==> config.mk <==
export PLATFORM = sky130hd
export DESIGN_NAME = alu_issue_stage
export DESIGN_NICKNAME = d
export VERILOG_FILES = /design/src/rtl/alu_issue_stage.sv
export SDC_FILE = /design/constraint.sdc
export NUM_CORES = 1
export LEC_CHECK = 0
export CAP_MARGIN = 20
export CORE_AREA = 4 4 133 135
export DETAILED_ROUTE_END_ITERATION = 16
export DIE_AREA = 0 0 137 139
export HOLD_SLACK_MARGIN = 0.05
export PLACE_DENSITY = 0.77
export SLEW_MARGIN = 40
export SYNTH_ARGS = -nofsm -noshare
export SYNTH_HDL_FRONTEND = slang
export SYNTH_SLANG_ARGS = --single-unit
==> constraint.sdc <==
create_clock -name clk -period 7.5 [get_ports clk]
set_input_delay 1.875 -clock clk [delete_from_list [all_inputs] [get_ports clk]]
set_output_delay 1.875 -clock clk [all_outputs]
set_load 0.1 [all_outputs]
==> src/rtl/alu_issue_stage.sv <==
// ALU issue stage: decodes the ALU operation, resolves forwarded operands and
// registers them for execute. Optional counters are built with ALU_ISSUE_PERF_EN.
module alu_issue_stage #(
  parameter int DATA_WIDTH    = 32,
  parameter int OPCODE_LENGTH = 4
) (
  input  logic                     clk,
  input  logic                     reset,
  input  logic                     in_valid,
  input  logic                     stall,
  input  logic                     flush,
  input  logic [1:0]               ALUOp,
  input  logic [2:0]               Funct3,
  input  logic [6:0]               Funct7,
  input  logic [DATA_WIDTH-1:0]    RD1,
  input  logic [DATA_WIDTH-1:0]    RD2,
  input  logic [DATA_WIDTH-1:0]    Imm,
  input  logic                     ALUSrc,
  input  logic [1:0]               ForwardA,
  input  logic [1:0]               ForwardB,
  input  logic [DATA_WIDTH-1:0]    ExMemResult,
  input  logic [DATA_WIDTH-1:0]    WbResult,
  output logic [DATA_WIDTH-1:0]    SrcA,
  output logic [DATA_WIDTH-1:0]    SrcB,
  output logic [DATA_WIDTH-1:0]    StoreData,
  output logic [OPCODE_LENGTH-1:0] Operation,
  output logic                     out_valid,
  output logic                     illegal_op,
  output logic [31:0]              issue_count,
  output logic [31:0]              bubble_count
);

  localparam logic [3:0] OP_AND = 4'b0000;
  localparam logic [3:0] OP_OR  = 4'b0001;
  localparam logic [3:0] OP_ADD = 4'b0010;
  localparam logic [3:0] OP_XOR = 4'b0011;
  localparam logic [3:0] OP_SLL = 4'b0100;
  localparam logic [3:0] OP_SRL = 4'b0101;
  localparam logic [3:0] OP_SUB = 4'b0110;
  localparam logic [3:0] OP_SRA = 4'b0111;
  localparam logic [3:0] OP_BEQ = 4'b1000;
  localparam logic [3:0] OP_BLT = 4'b1001;
  localparam logic [3:0] OP_BGE = 4'b1010;
  localparam logic [3:0] OP_BNE = 4'b1011;
  localparam logic [3:0] OP_SLT = 4'b1100;

  logic [3:0]               dec_op;
  logic                     dec_illegal;
  logic                     f7_zero;
  logic                     f7_alt;
  logic [DATA_WIDTH-1:0]    fwd_a;
  logic [DATA_WIDTH-1:0]    fwd_b;
  logic [DATA_WIDTH-1:0]    src_b_mux;
  logic [DATA_WIDTH-1:0]    src_b_final;

  logic [DATA_WIDTH-1:0]    src_a_q, src_a_d;
  logic [DATA_WIDTH-1:0]    src_b_q, src_b_d;
  logic [DATA_WIDTH-1:0]    store_data_q, store_data_d;
  logic [OPCODE_LENGTH-1:0] operation_q, operation_d;
  logic                     out_valid_q, out_valid_d;
  logic                     illegal_op_q, illegal_op_d;

  assign f7_zero = (Funct7 == 7'b0000000);
  assign f7_alt  = (Funct7 == 7'b0100000);

  // ALUOp[0] distinguishes I-type from R-type: I-type has no SUB form.
  always_comb begin
    dec_op      = OP_ADD;
    dec_illegal = 1'b0;
    case (ALUOp)
      2'b00: dec_op = OP_ADD;
      2'b01: begin
        case (Funct3)
          3'b000:  dec_op = OP_BEQ;
          3'b001:  dec_op = OP_BNE;
          3'b100:  dec_op = OP_BLT;
          3'b101:  dec_op = OP_BGE;
          default: dec_illegal = 1'b1;
        endcase
      end
      default: begin
        case (Funct3)
          3'b000: begin
            if (ALUOp[0] || f7_zero) dec_op = OP_ADD;
            else if (f7_alt)         dec_op = OP_SUB;
            else                     dec_illegal = 1'b1;
          end
          3'b001: begin dec_op = OP_SLL; dec_illegal = !f7_zero; end
          3'b010: begin dec_op = OP_SLT; dec_illegal = !f7_zero; end
          3'b011: dec_illegal = 1'b1;
          3'b100: begin dec_op = OP_XOR; dec_illegal = !f7_zero; end
          3'b101: begin
            if (f7_zero)     dec_op = OP_SRL;
            else if (f7_alt) dec_op = OP_SRA;
            else             dec_illegal = 1'b1;
          end
          3'b110: begin dec_op = OP_OR;  dec_illegal = !f7_zero; end
          default: begin dec_op = OP_AND; dec_illegal = !f7_zero; end
        endcase
      end
    endcase
  end

  // 11 falls back to the register value just like 00.
  always_comb begin
    case (ForwardA)
      2'b10:   fwd_a = ExMemResult;
      2'b01:   fwd_a = WbResult;
      default: fwd_a = RD1;
    endcase
    case (ForwardB)
      2'b10:   fwd_b = ExMemResult;
      2'b01:   fwd_b = WbResult;
      default: fwd_b = RD2;
    endcase
  end

  always_comb begin
    src_b_mux   = ALUSrc ? Imm : fwd_b;
    src_b_final = src_b_mux;
    if (dec_op == OP_SLL || dec_op == OP_SRL || dec_op == OP_SRA) begin
      src_b_final      = '0;
      src_b_final[4:0] = src_b_mux[4:0];
    end
  end

  always_comb begin
    src_a_d      = src_a_q;
    src_b_d      = src_b_q;
    store_data_d = store_data_q;
    operation_d  = operation_q;
    out_valid_d  = out_valid_q;
    illegal_op_d = 1'b0;
    if (flush || (!stall && (!in_valid || dec_illegal))) begin
      src_a_d      = '0;
      src_b_d      = '0;
      store_data_d = '0;
      operation_d  = '0;
      out_valid_d  = 1'b0;
      illegal_op_d = !flush && in_valid && dec_illegal;
    end else if (!stall) begin
      src_a_d      = fwd_a;
      src_b_d      = src_b_final;
      store_data_d = fwd_b;
      operation_d  = OPCODE_LENGTH'(dec_op);
      out_valid_d  = 1'b1;
    end
  end

  always_ff @(posedge clk or posedge reset) begin
    if (reset) begin
      src_a_q      <= '0;
      src_b_q      <= '0;
      store_data_q <= '0;
      operation_q  <= '0;
      out_valid_q  <= 1'b0;
      illegal_op_q <= 1'b0;
    end else begin
      src_a_q      <= src_a_d;
      src_b_q      <= src_b_d;
      store_data_q <= store_data_d;
      operation_q  <= operation_d;
      out_valid_q  <= out_valid_d;
      illegal_op_q <= illegal_op_d;
    end
  end

  assign SrcA       = src_a_q;
  assign SrcB       = src_b_q;
  assign StoreData  = store_data_q;
  assign Operation  = operation_q;
  assign out_valid  = out_valid_q;
  assign illegal_op = illegal_op_q;

`ifdef ALU_ISSUE_PERF_EN
  logic        do_issue;
  logic        do_bubble;
  logic [31:0] issue_count_q, issue_count_d;
  logic [31:0] bubble_count_q, bubble_count_d;

  // A stall without flush is neither an issue nor a bubble.
  assign do_issue  = !flush && !stall && in_valid && !dec_illegal;
  assign do_bubble = flush || (!stall && (!in_valid || dec_illegal));

  always_comb begin
    issue_count_d  = issue_count_q + {31'b0, do_issue};
    bubble_count_d = bubble_count_q + {31'b0, do_bubble};
  end

  always_ff @(posedge clk or posedge reset) begin
    if (reset) begin
      issue_count_q  <= '0;
      bubble_count_q <= '0;
    end else begin
      issue_count_q  <= issue_count_d;
      bubble_count_q <= bubble_count_d;
    end
  end

  assign issue_count  = issue_count_q;
  assign bubble_count = bubble_count_q;
`else
  assign issue_count  = '0;
  assign bubble_count = '0;
`endif

endmodule
==> implementation parameters <==
Parameter                              Value

Synth
  Synthesized area per cell ... around 8.3 um2
  Gate count after technology mapping ... ~710
  Share of cell area taken by muxes after synthesis ... 0%
  Total standard cell area after synthesis ... 5907 um2
  Xor/xnor cell area share of the yosys netlist ... 0.1483%
  Share of synthesized flip-flops with an asynchronous set or reset ... 100.0%
  Most frequent cell after synthesis ... nand2_1
  Commonest cells in the synthesized netlist ... 106 x nand2_1, 102 x dfrtp_1, 73 x nor2_1, 69 x o21ai_1, 68 x a21oi_1
  Simple-gate area share of the yosys netlist ... 13.26%
  Sequential fraction of the synthesis area ... 43.21%
  Fraction of the mapped netlist area in adder cells ... 0.8473%
  Main combinational cell family by area after synthesis ... compound AO/OA/AOI/OAI gates
  Fraction of the mapped netlist area in compound gates ... 29.59%
  Register bit count reported by yosys ... around 100
  Synth top area share ... around 43%
  Number of warnings issued by yosys ... 0
  Number of enable flip-flop cells after synthesis ... 0
  Most used flip-flop cell after synthesis ... dfrtp_1
  Cell taking the most area after synthesis ... dfrtp_1
  Synth cell types ... 34
  Dominant cells by area after synthesis ... dfrtp_1 43%, a22oi_1 8.1%, buf_4 8.1%

Layout
  Diode count ... 0
  Synth-to-layout area growth ... 42.60%
  Util after Layout ... around 51%
  Post-layout instance area ... 8423 um2
  Number of standard cells in the final layout excluding fillers ... 1176
  Ratio of cells with drive above 1 in the final layout ... 14.12%
  Nets ... 1137

Worst setup path
  Largest driver fanout on the critical path ... 43
  Required time at the endpoint of the critical path ... 7.77 ns
  WP buf/inv ... 2
  Chain of cells forming the critical path ... clkdlybuf4s50_1, nor4b_1, a31oi_1, o31ai_2, nand3_4, buf_4, o21ai_1
  Worst-path cell with the longest stage delay ... clkdlybuf4s50_1
  CP peak stage delay ... just over 0.6 ns
  Class of the most critical setup path ... in2reg
  Worst Path Arrival ... between 4 and 5 ns
  Critical path launch point type ... input pin
  Cell family with most CP delay ... buffers and inverters
  Worst setup EP type ... register

Routing
  Number of optimization iterations in the first detailed-route pass ... 5
  Post-detailed-route wirelength per cell ... slightly below 20 um
  Number of nets with antenna violations after routing ... 0
  DR DRC count ... 0
  Number of DRC markers in iteration 0 ... approximately 630
  Final Routed Wirelength ... 23150 um
  Number of vias after detailed routing ... 6093
  Via density ... between 5 and 6

Place
  Final Wtd Congestion ... 0.8923
  Placed standard-cell area ... a little over 8000 um2
  Placed cell count ... 1160
  DP Wirelength ... 16890 um
  Post-Place Setup Slack ... 2.937 ns
  Port bufs ... around 280

Power and ir drop
  Static Leakage ... between 3 and 4 nW
  Maximum vdd ir drop ... around 0.000097 V
  Overall power ... 1.573 mW
  Power density over the cells ... 186.7 nW/um2

Flow run
  Maximum Capacitance Violations ... 0

Clock tree
  Cts hold-fix bufs ... 0
  Number of buffers between clock root and the deepest sink ... 2
  Number of clock buffers inserted by TritonCTS ... 9
  Clock edge transition at the registers on the reported setup and hold paths ... roughly 0.07 ns
  Post-cts resize count ... 0
  Clock Sink Count ... 102
  TritonCTS clock tree ... done
  Post-CTS setup buffers ... 0
  Insertion delay of the later-clocked pin in the worst-skew pair ... 0.35 ns
  H-Tree Level Count ... 3
  Clock Root Buffer ... clkbuf_16

STA
  Worst rel slew slack ... 45.40%
  RSZ-0062 raised after global routing ... false
  Slew at the pin closest to its max-slew limit ... 0.8190 ns
  Worst slack on hold paths ... 0.4698 ns
  Period utilization ... 56.32%
  Worst setup skew after layout ... 0 ns
  Max Clk Rate ... 0.2368 GHz
  Final setup violation count ... 0
  Number of max-slew violations in the final report ... 0
  Final hold violations ... 0
  Minimum clock period after layout ... 4.224 ns
  Post-route worst setup slack ... 3.276 ns
  Setup total negative slack ... 0 ns

Min path
  Hold crit path type ... reg2reg

Floorplan
  Chip Height ... 139 um
  Core region area ... ~16000 um2
  I/O pin count ... 348
  Standard-cell row count ... 47
  X dimension of the die ... 137 um
  Starting utilization of the core area ... roughly 36%
  Die area ... 19040 um2

GRT
  Via count of the first global-routing pass ... 5803
  Pin count of the biggest net entering global routing ... about 100
  Initial antenna violation count ... 2
  Congestion Overflow GR ... 0
  GRT Overall Usage ... 23.08%
  Global-route wire length before repair ... 34000 um

Outcome
  Outcome ... finished clean
==> worst min-delay path: stages (launching register included) <==
cell and delay, ns:
dfrtp_1 0.33, nand2_1 0.05, nand2_1 0.05
==> worst paths after layout <==
path                                       to  cells after the start  startpoint  slack (ns)
worst max-delay path                  SrcA[2]                      7   Funct3[1]        3.28
worst min-delay path                out_valid                      2   out_valid        0.47
worst max register to register        SrcB[3]                      1     SrcB[3]        6.76
worst min register to register      out_valid                      2   out_valid        0.47
max in group asynchronous       StoreData[14]                      3       reset        4.59
min in group asynchronous            SrcA[20]                      2       reset        1.86
==> cells in the final DEF (no fill, tap or decap), drive strengths merged, types with 2 or more instances in the layout <==
| master | n |
|---|---|
| inv | 7 |
| buf | 111 |
| conb | 64 |
| dfrtp | 102 |
| clkdlybuf4s50 | 180 |
| a32o | 27 |
| nand3 | 2 |
| o21ai | 102 |
| nand2b | 4 |
| nand2 | 106 |
| nor3b | 2 |
| nor2b | 5 |
| a22o | 5 |
| nor2 | 73 |
| ha | 4 |
| clkbuf | 12 |
| a22oi | 64 |
| clkinv | 2 |
| a21oi | 68 |
| nor4b | 2 |
==> layout make-up <==
class / count / area [um2]
inverters: 7 / 28.78
clock inverters: 4 / 55.05
repair buffers: 291 / 2387
flip-flops and latches: 102 / 2552
well taps: 220 / 275.3
multi-input cells: 540 / 2868
fillers: 1616 / 8043
clock buffers: 12 / 256.5
==> metal layers <==
layer	up-vias	wire length [um]	GRT usage (%)
met2	333	10780	35.81
li1	2858	-	-
met5	-	0	0
met3	48	1989	4.644
met4	0	771	9.191
met1	2854	9613	31.49
==> kinds of logic after synthesis <==
logic type,after synthesis
buffers and inverters,132
AND/OR/NAND/NOR,196
flip-flops,102
other,1
adder cells (fa/ha/maj),4
AO/OA/AOI/OAI,275
XOR/XNOR,1
==> registers in the layout, summed over array words and instances, names as in the netlist <==
signal      flops
StoreData      32
illegal_op      1
SrcB           32
SrcA           32
out_valid       1
Operation       4
==> report_power, final <==
group	internal, mW	switching [mW]
registers	0.560	0.00564
clock network	0.279	0.215
logic	0.138	0.374
total	0.977	0.595
(Power assumes the default switching activity.)
